## src/rtl/clock_set_ctrl_pkg.sv

```systemverilog
// Shared encodings and defaults for the front-panel time-setting sequencer.
package clock_set_ctrl_pkg;

  typedef enum logic [2:0] {
    ST_RUN   = 3'd0,
    ST_SET_H = 3'd1,
    ST_SET_M = 3'd2,
    ST_SET_S = 3'd3,
    ST_LOAD  = 3'd4
  } state_e;

  localparam logic [1:0] FIELD_NONE = 2'd0;
  localparam logic [1:0] FIELD_HOUR = 2'd1;
  localparam logic [1:0] FIELD_MIN  = 2'd2;
  localparam logic [1:0] FIELD_SEC  = 2'd3;

  localparam int DEF_HOUR_MAX      = 23;
  localparam int DEF_MINSEC_MAX    = 59;
  localparam int DEF_TIMEOUT_TICKS = 10;

  // Out-of-range live values are captured as zero so editing starts from a legal time.
  function automatic logic [5:0] clamp_capture(input logic [5:0] value,
                                               input logic [5:0] max_val);
    return (value > max_val) ? 6'd0 : value;
  endfunction

endpackage

```

## src/rtl/clock_set_ctrl_wrap_updown.sv

```systemverilog
// 6-bit up/down step with wrap-around between 0 and max_val.
module wrap_updown (
  input  logic [5:0] value,
  input  logic       inc,
  input  logic       dec,
  input  logic [5:0] max_val,
  output logic [5:0] wrapped
);

  always_comb begin
    wrapped = value;
    if (inc && !dec) begin
      wrapped = (value == max_val) ? 6'd0 : value + 6'd1;
    end else if (dec && !inc) begin
      wrapped = (value == 6'd0) ? max_val : value - 6'd1;
    end
  end

endmodule

```

## src/rtl/clock_set_ctrl.sv

```systemverilog
// Time-setting sequencer: button edges drive RUN -> SET_H -> SET_M -> SET_S -> LOAD,
// editing shadow time registers and issuing a single load strobe to the counter.
module clock_set_ctrl
  import clock_set_ctrl_pkg::*;
#(
  parameter int HOUR_MAX      = DEF_HOUR_MAX,
  parameter int MINSEC_MAX    = DEF_MINSEC_MAX,
  parameter int TIMEOUT_TICKS = DEF_TIMEOUT_TICKS
) (
  input  logic       clk,
  input  logic       RESET,
  input  logic       tick,
  input  logic       btn_mode,
  input  logic       btn_inc,
  input  logic       btn_dec,
  input  logic [5:0] cur_hour,
  input  logic [5:0] cur_min,
  input  logic [5:0] cur_sec,
  output logic       run_en,
  output logic       load_time,
  output logic [5:0] load_hour,
  output logic [5:0] load_min,
  output logic [5:0] load_sec,
  output logic [1:0] field_sel,
  output logic [5:0] blink_mask,
  output logic       set_active
);

  localparam int             TO_W    = $clog2(TIMEOUT_TICKS + 1);
  localparam logic [5:0]     HMAX6   = 6'(HOUR_MAX);
  localparam logic [5:0]     MSMAX6  = 6'(MINSEC_MAX);
  localparam logic [TO_W-1:0] TO_LAST = TO_W'(TIMEOUT_TICKS - 1);

  state_e          state_q, state_d;
  logic            mode_prev_q, inc_prev_q, dec_prev_q;
  logic            mode_pls_q, inc_pls_q, dec_pls_q;
  logic            mode_pls_d, inc_pls_d, dec_pls_d;
  logic [5:0]      hour_q, min_q, sec_q;
  logic [5:0]      hour_d, min_d, sec_d;
  logic [5:0]      hour_nxt, min_nxt, sec_nxt;
  logic            phase_q, phase_d;
  logic [TO_W-1:0] to_cnt_q, to_cnt_d;

  logic mode_ev, inc_ev, dec_ev, any_pls, is_set;

  // Pulses are registered so the edit lands two clocks after the button rises.
  assign mode_pls_d = btn_mode & ~mode_prev_q;
  assign inc_pls_d  = btn_inc  & ~inc_prev_q;
  assign dec_pls_d  = btn_dec  & ~dec_prev_q;

  assign mode_ev = mode_pls_q;
  assign inc_ev  = inc_pls_q & ~dec_pls_q & ~mode_pls_q;
  assign dec_ev  = dec_pls_q & ~inc_pls_q & ~mode_pls_q;
  assign any_pls = mode_pls_q | inc_pls_q | dec_pls_q;
  assign is_set  = (state_q == ST_SET_H) || (state_q == ST_SET_M) || (state_q == ST_SET_S);

  wrap_updown u_wrap_hour (
    .value   (hour_q),
    .inc     (inc_ev && (state_q == ST_SET_H)),
    .dec     (dec_ev && (state_q == ST_SET_H)),
    .max_val (HMAX6),
    .wrapped (hour_nxt)
  );

  wrap_updown u_wrap_min (
    .value   (min_q),
    .inc     (inc_ev && (state_q == ST_SET_M)),
    .dec     (dec_ev && (state_q == ST_SET_M)),
    .max_val (MSMAX6),
    .wrapped (min_nxt)
  );

  wrap_updown u_wrap_sec (
    .value   (sec_q),
    .inc     (inc_ev && (state_q == ST_SET_S)),
    .dec     (dec_ev && (state_q == ST_SET_S)),
    .max_val (MSMAX6),
    .wrapped (sec_nxt)
  );

  always_comb begin
    state_d  = state_q;
    hour_d   = hour_q;
    min_d    = min_q;
    sec_d    = sec_q;
    phase_d  = tick ? ~phase_q : phase_q;
    to_cnt_d = to_cnt_q;

    if (is_set) begin
      if (any_pls) begin
        to_cnt_d = '0;
      end else if (tick) begin
        to_cnt_d = to_cnt_q + TO_W'(1);
      end
    end

    case (state_q)
      ST_RUN: begin
        if (mode_ev) begin
          hour_d   = clamp_capture(cur_hour, HMAX6);
          min_d    = clamp_capture(cur_min, MSMAX6);
          sec_d    = clamp_capture(cur_sec, MSMAX6);
          phase_d  = 1'b0;
          to_cnt_d = '0;
          state_d  = ST_SET_H;
        end
      end
      ST_SET_H: begin
        hour_d = hour_nxt;
        if (mode_ev) state_d = ST_SET_M;
      end
      ST_SET_M: begin
        min_d = min_nxt;
        if (mode_ev) state_d = ST_SET_S;
      end
      ST_SET_S: begin
        sec_d = sec_nxt;
        if (mode_ev) state_d = ST_LOAD;
      end
      ST_LOAD:  state_d = ST_RUN;
      default:  state_d = ST_RUN;
    endcase

    // Abandon the edit: shadow is kept but never loaded.
    if (is_set && !any_pls && tick && (to_cnt_q == TO_LAST)) begin
      state_d  = ST_RUN;
      to_cnt_d = '0;
    end
  end

  always_ff @(posedge clk or posedge RESET) begin
    if (RESET) begin
      state_q     <= ST_RUN;
      mode_prev_q <= 1'b0;
      inc_prev_q  <= 1'b0;
      dec_prev_q  <= 1'b0;
      mode_pls_q  <= 1'b0;
      inc_pls_q   <= 1'b0;
      dec_pls_q   <= 1'b0;
      hour_q      <= 6'd0;
      min_q       <= 6'd0;
      sec_q       <= 6'd0;
      phase_q     <= 1'b0;
      to_cnt_q    <= '0;
    end else begin
      state_q     <= state_d;
      mode_prev_q <= btn_mode;
      inc_prev_q  <= btn_inc;
      dec_prev_q  <= btn_dec;
      mode_pls_q  <= mode_pls_d;
      inc_pls_q   <= inc_pls_d;
      dec_pls_q   <= dec_pls_d;
      hour_q      <= hour_d;
      min_q       <= min_d;
      sec_q       <= sec_d;
      phase_q     <= phase_d;
      to_cnt_q    <= to_cnt_d;
    end
  end

  always_comb begin
    run_en     = (state_q == ST_RUN);
    load_time  = (state_q == ST_LOAD);
    set_active = is_set;
    load_hour  = hour_q;
    load_min   = min_q;
    load_sec   = sec_q;
    field_sel  = FIELD_NONE;
    blink_mask = 6'b000000;
    case (state_q)
      ST_SET_H: field_sel = FIELD_HOUR;
      ST_SET_M: field_sel = FIELD_MIN;
      ST_SET_S: field_sel = FIELD_SEC;
      default:  field_sel = FIELD_NONE;
    endcase
    if (is_set && phase_q) begin
      case (field_sel)
        FIELD_HOUR: blink_mask = 6'b110000;
        FIELD_MIN:  blink_mask = 6'b001100;
        FIELD_SEC:  blink_mask = 6'b000011;
        default:    blink_mask = 6'b000000;
      endcase
    end
  end

endmodule

```

## config.mk

```make
export PLATFORM = sky130hd
export DESIGN_NAME = clock_set_ctrl
export DESIGN_NICKNAME = d
export VERILOG_FILES = /design/src/rtl/clock_set_ctrl_pkg.sv /design/src/rtl/clock_set_ctrl_wrap_updown.sv /design/src/rtl/clock_set_ctrl.sv
export SDC_FILE = /design/constraint.sdc
export NUM_CORES = 1
export LEC_CHECK = 0
export BUFFER_PORTS_ARGS = -buffer_cell sky130_fd_sc_hd__buf_2
export CAP_MARGIN = 40
export CORE_ASPECT_RATIO = 0.9
export CORE_MARGIN = 5
export CORE_UTILIZATION = 50
export DETAILED_ROUTE_END_ITERATION = 8
export GPL_TIMING_DRIVEN = 0
export HOLD_SLACK_MARGIN = 0.02
export PLACE_DENSITY = 0.77
export SYNTH_ARGS = -nofsm -noshare
export SYNTH_HDL_FRONTEND = slang
export SYNTH_SLANG_ARGS = --single-unit
```

## constraint.sdc

```tcl
create_clock -name clk -period 1.7 [get_ports clk]
set_input_delay 0.17 -clock clk [delete_from_list [all_inputs] [get_ports clk]]
set_output_delay 0.17 -clock clk [all_outputs]
set_load 0.02 [all_outputs]
```

==> flow_summary.json, run 1 <==
{
  "setup_tns_ps": -25.02,
  "wl_um": 7808,
  "grt_pass1_vias": 2496,
  "max_freq_mhz": 579.9,
  "viasPerCell": 6.061,
  "netlist-cell-type-count": 58,
  "num-fill-cells": 359,
  "slowest_stage": "dfrtp_2",
  "crit_type": "reg2reg",
  "clk_pin_slew_worst_paths_ps": 80,
  "layout.area.seq_um2": 810.8,
  "drt_iter0_drc": 211,
  "use_met3_pct": 4.649,
  "fp.dieW_um": 83.84,
  "timing.hold.ws_ps": 139.4,
  "clk_latency_ps": 310,
  "slew_headroom_pct": 54.95,
  "violations": "negative setup slack",
  "syn_nets": 324,
  "status": "finished, violations left",
  "area_growth_pct": 40.23,
  "maxSlewViolCount": 0,
  "finalNonFillerCells": 444,
  "async_flop_share_pct": 100.0,
  "peakVddDrop_v": 0.001176,
  "hpwl_um": 4821,
  "synth_seq_cells": 32,
  "synth_ff_type": "dfrtp_1",
  "wire_per_inst_um": 17.59,
  "postPlaceCellArea_um2": 2867,
  "grt_max_degree": 21,
  "setup_viol": 2,
  "clk_path_buf_depth": 2,
  "gr-usage-met2_pct": 37.04,
  "required_ps": 1930,
  "drt_first_pass_iters": 5,
  "fp.coreArea_um2": 4805,
  "port_buffers": 52,
  "cpLargestDelayFamily": "simple AND/OR/NAND/NOR gates",
  "rsz0062_at_grt": "yes",
  "clock_skew_ps": 5.034,
  "grt_usage_pct": 22.94,
  "start_util_pct": 51.07,
  "n_antenna_cell": 0,
  "final_cell_area_um2": 3441,
  "r2r_start": "state_q[2]",
  "crit_path_end_kind": "flop",
  "synth_warnings": 0,
  "htree_num_levels": 2,
  "final_antenna_net_count": 0,
  "worst_path_largest_cell_delay_ps": 460,
  "synth_edf_count": 0,
  "grt_antenna_before_repair": 0,
  "busiest_layer": "met2",
  "ys_seq_area_share_pct": 32.64,
  "cp_num_buf_inv": 2,
  "nets": 413,
  "dp.cells": 407,
  "synthCells": 289,
  "arrival_ps": 1950,
  "num_vias": 2691,
  "crit_fanout": 10,
  "place_congestion": 0.8588,
  "row_count": 24,
  "cts_buffers": 5,
  "max_cap_viol_count": 0,
  "min_period_over_period_pct": 101.4,
  "drcViolationCount": 0,
  "hp-class": "in2reg",
  "leakagePower_nw": 1.522,
  "hold_viol": 0,
  "final.min_clock_period_ps": 1724,
  "multiInputGateArea_um2": 1714,
  "cts_tree": "built",
  "overflow": 0,
  "clock_sinks": 32,
  "worst_pin_slew_ps": 675.1,
  "grt.met1_usage_pct": 30.35,
  "power_density_nw_per_um2": 1668,
  "worst_slack_ps": -24.35,
  "cp_cell_sequence": "buf_6, nor3b_4, buf_4, nand2_1, nor3_1, a21oi_1, o221ai_1",
  "netlist_area_um2": 2454,
  "hp-start": "cur_hour[1]",
  "critPathLaunchType": "flop",
  "grt_pass1_wl_um": 12100,
  "drive_above_1_share_pct": 41.95,
  "num_io_pins": 53,
  "die-area_um2": 6410,
  "clock-root-buffer": "clkbuf_8",
  "crit_path_start": "state_q[2]",
  "dieHeight_um": 76.46,
  "syn_area_per_cell_um2": 8.490
}
## per-stage QoR
stage | power (mW) | utilization [%] | worst slack (ps)
after floorplan | 3.508 | - | 1.208
after global placement | 4.225 | 59.09 | -211.0
after detailed placement | 4.308 | 59.66 | -216.4
after CTS | 5.252 | 66.22 | 3.584
after global routing | 6.131 | 71.61 | -98.33
final | 5.738 | 71.61 | -24.35
## power breakdown
| group | internal, mW | total, mW | switching [mW] |
|---|---|---|---|
| registers | 1.04 | 1.48 | 0.447 |
| clock network | 0.290 | 0.646 | 0.356 |
| logic | 1.58 | 3.61 | 2.03 |
| total | 2.91 | 5.74 | 2.83 |
## Yosys cell counts, types with 2 or more instances
master	count	area (um2)
o21ai_0	9	45.04
dfrtp_1	32	800.8
nor2_1	23	86.33
o21ai_1	8	40.04
nand4_1	2	12.51
nor2b_1	14	87.58
and2_1	9	56.30
clkbuf_1	5	18.77
nor3b_2	3	37.54
buf_4	3	22.52
o211ai_1	3	22.52
nand4b_1	2	17.52
xor2_1	4	35.03
nand2b_1	2	12.51
o21a_1	4	30.03
and3_1	5	31.28
a32oi_1	3	26.28
o22ai_1	3	18.77
nand3_1	13	65.06
and3b_1	3	26.28
nand2_1	18	67.56
buf_2	10	50.05
a311oi_1	2	17.52
a211oi_1	5	37.54
inv_1	13	48.80
nor4_1	3	18.77
xnor2_1	8	70.07
o31ai_1	4	30.03
a221oi_1	5	43.79
nor3_1	13	65.06
a31oi_1	5	31.28
a21oi_1	17	85.08
ha_1	11	137.6
## layer usage
metal | wire [um] | part of all wire, %
met1 | 3232 | 41
met2 | 3837 | 49
met5 | 0 | 0
met4 | 117 | 1.5
met3 | 621 | 8.0
## sequential cells by signal (all words and copies together), names as in the netlist
signal / cells
inc_pls_q: 1
load_sec: 6
load_hour: 6
phase_q: 1
dec_prev_q: 1
inc_prev_q: 1
to_cnt_q: 4
dec_pls_q: 1
load_min: 6
state_q: 3
mode_prev_q: 1
mode_ev: 1
## repair_timing
| action | in CTS | in global routing |
|---|---|---|
| endpoints found under the hold margin | 15 | 0 |
| endpoints found under the setup margin | 24 | 21 |
| pin swaps | 5 | 14 |
| gates resized for setup | 24 | 47 |
| buffers inserted | 16 | 13 |
| hold buffers | 4 | 0 |
| gates cloned | 0 | 2 |
## cell families after synthesis
logic type               Yosys count  share of synthesized area, %
AO/OA/AOI/OAI                     84                         23.92
XOR/XNOR                          12                         4.283
adder cells (fa/ha/maj)           11                         5.609
buffers and inverters             32                         6.171
flip-flops                        32                         32.64
AND/OR/NAND/NOR                  118                         27.38
## cell usage in the layout, fill, tap and decap left out, drive strengths merged, types with 8 or more instances in the layout
master and n:
buf 94, dfrtp 32, nor2 23, nand2 18
a21oi 17, o21ai 17, nor2b 14, nor3 14
nand3 13, inv 13, ha 11, and2 9
xnor2 8, clkbuf 8
## cell type report
cell class / count / area share, %
well taps: 65 / 2.364
flip-flops and latches: 32 / 23.56
inverters: 13 / 1.491
clock inverters: 3 / 0.6909
repair buffers: 88 / 16.98
plain buffers: 13 / 3.091
multi-input cells: 225 / 49.82
clock buffers: 5 / 2.000
## final timing paths
check / slack (ps) / endpoint / cells after the start
setup / recovery: -20 / load_min[2] / 7
hold / removal: 140 / load_hour[1] / 3
setup reg to reg: -20 / load_min[2] / 7
hold reg to reg: 390 / inc_pls_q / 1
max in group asynchronous: 660 / inc_pls_q / 4
min in group asynchronous: 490 / load_min[4] / 3
## worst min-delay path: cells and delay by family
| family | cells | cell delay (ps) |
|---|---|---|
| AO/OA/AOI/OAI | 2 | 160 |
| buffers and inverters | 1 | 80 |
Note: power is estimated with default switching activity, not from simulation.
==> run 2: changes to the inputs <==
--- a/config.mk
+++ b/config.mk
@@ -13,7 +13,8 @@
 export DETAILED_ROUTE_END_ITERATION = 8
 export GPL_TIMING_DRIVEN = 0
 export HOLD_SLACK_MARGIN = 0.02
-export PLACE_DENSITY = 0.77
+export PLACE_DENSITY = 0.82
+export REMOVE_ABC_BUFFERS = 1
 export SYNTH_ARGS = -nofsm -noshare
 export SYNTH_HDL_FRONTEND = slang
 export SYNTH_SLANG_ARGS = --single-unit
==> run 2 against run 1 <==
Net effect: the flow still finishes with violations (negative setup slack); power increased by 1.6%; flip-flop and latch count stayed put; clock-buffer cell count did not move; critical endpoint is now load_sec[2].
==> flow_summary.json, run 2 (synthesis results as in run 1) <==
{
  "wire_per_inst_um": 18.15,
  "max_freq_mhz": 574.0,
  "num_vias": 2712,
  "grt_antenna_before_repair": 0,
  "grt_pass1_vias": 2462,
  "crit_path_end_kind": "flop",
  "intPower_mw": 3.024,
  "num_io_pins": 53,
  "cts_buffers": 5,
  "rsz0062_at_grt": "yes",
  "drt_iter0_drc": 178,
  "crit_fanout": 6,
  "hold_viol": 0,
  "most-common-layout-cells": "51 x buf_2, 36 x buf_4, 20 x nor2_1",
  "fp.coreArea_um2": 4805,
  "dieHeight_um": 76.46,
  "cts_tree": "built",
  "die-area_um2": 6410,
  "hpwl_um": 4517,
  "n_antenna_cell": 0,
  "min_period_over_period_pct": 102.5,
  "setup_viol": 6,
  "total_power_mw": 5.830,
  "worst_pin_slew_ps": 586.8,
  "status": "finished, violations left",
  "crit_type": "reg2reg",
  "critPathLaunchType": "flop",
  "row_count": 24,
  "clkPwrFrac_pct": 13.0,
  "switching_share_pct": 48.14,
  "final_common_cell": "buf_2",
  "final_antenna_net_count": 0,
  "drive_above_1_share_pct": 44.83,
  "clk_latency_ps": 290,
  "fp.dieW_um": 83.84,
  "maxSlewViolCount": 0,
  "start_util_pct": 51.07,
  "drcViolationCount": 0,
  "worst_slack_ps": -42.27,
  "area_growth_pct": 41.25,
  "place_congestion": 0.8647,
  "power_density_nw_per_um2": 1682,
  "slew_headroom_pct": 60.84,
  "violations": "negative setup slack",
  "htree_num_levels": 2,
  "clock_skew_ps": 4.295,
  "final_cell_area_um2": 3466,
  "leakagePower_nw": 1.528,
  "power.share.combinational_pct": 59.5,
  "peakVddDrop_v": 0.001056,
  "postPlaceCellArea_um2": 2739,
  "wl_um": 8022,
  "grt_max_degree": 21,
  "grt_pass1_wl_um": 11580,
  "clock-root-buffer": "clkbuf_8",
  "clk_pin_slew_worst_paths_ps": 80,
  "overflow": 0,
  "hp-class": "in2reg",
  "final.min_clock_period_ps": 1742,
  "required_ps": 1910,
  "viasPerCell": 6.136,
  "drt_first_pass_iters": 5,
  "grt_usage_pct": 21.76,
  "seq_power_share_pct": 27.5,
  "port_buffers": 52,
  "clk_path_buf_depth": 2,
  "nets": 411,
  "switchingPower_mw": 2.807,
  "max_cap_viol_count": 0,
  "arrival_ps": 1960,
  "clock_sinks": 32
}
run 2: cell count changes in the layout (fill, tap and decap cells not counted), moves of 2 or more:
cell / change
and3_1: -2
o21ai_1: +2
and3_4: +2
nor2_1: -2
nor4_1: -2
a211oi_1: -2
a221oi_1: +2
a221oi_2: -2
buf_6: -4
dfrtp_1: -6
buf_4: +4
o21ai_0: -2
dfrtp_2: +6
run 2: area by class of cell:
cell class | instances | area (um2)
Timing Repair Buffer | 99 | 668.1
Fill cell | 361 | 1339
Clock buffer | 5 | 68.82
Clock inverter | 3 | 42.54
Tap cell | 65 | 81.33
Sequential cell | 32 | 818.3
Multi-Input combinational cell | 225 | 1738
Inverter | 13 | 48.80
run 2: path summary, 6_finish.rpt:
path | end | slack [ps] | cells past startpoint | startpoint
worst max-delay path | load_sec[2] | -40 | 8 | dec_pls_q
worst min-delay path | phase_q | 160 | 3 | tick
worst max register to register | load_sec[2] | -40 | 8 | dec_pls_q
worst min register to register | mode_ev | 400 | 1 | mode_prev_q
max in group asynchronous | load_hour[3] | 680 | 4 | RESET
min in group asynchronous | inc_pls_q | 500 | 3 | RESET
run 2: critical path: stages (launching register included):
cell and delay, ps:
dfrtp_2 430, buf_4 150, nor3b_4 270, buf_6 190
o211ai_1 140, buf_4 190, nor2_1 100, o21ai_0 90
o21ai_1 90
run 2: through the flow:
step                hold slack (ps)  setup TNS (ps)  util, %  setup WS (ps)  std cells
floorplan                     201.4           -2615        -         -308.1        270
global placement              289.2           -5276    56.04         -435.1        387
global route                  157.7           -1023    72.14         -120.4        442
finish                        161.6          -160.0    72.14         -42.27        442
CTS                           149.4          -87.75    64.06         -59.49        418
detailed placement            255.1           -3311    57.01         -349.1        390
run 2: power by group through the flow:
stage                     clock, mW  combinational (mW)  sequential, mW
after floorplan                   0                1.61            1.70
after global placement            0                2.42            1.57
after detailed placement          0                2.51            1.59
after CTS                     0.751                2.79            1.58
after global routing          0.792                3.74            1.66
final                         0.755                3.47            1.61
run 2: per-layer routing:
layer | routed length [um] | track usage (%)
met5 | 0 | 0
met4 | 133 | 6.270
met3 | 652 | 5.189
met2 | 4042 | 36.96
met1 | 3194 | 27.38
run 2: repair_timing:
| action | in CTS | in global routing |
|---|---|---|
| endpoints found under the hold margin | 15 | 0 |
| resized for setup | 24 | 53 |
| pin swaps | 7 | 21 |
| endpoints found under the setup margin | 24 | 22 |
| gates cloned | 0 | 1 |
| hold buffers | 4 | 0 |
| buffers inserted | 16 | 23 |
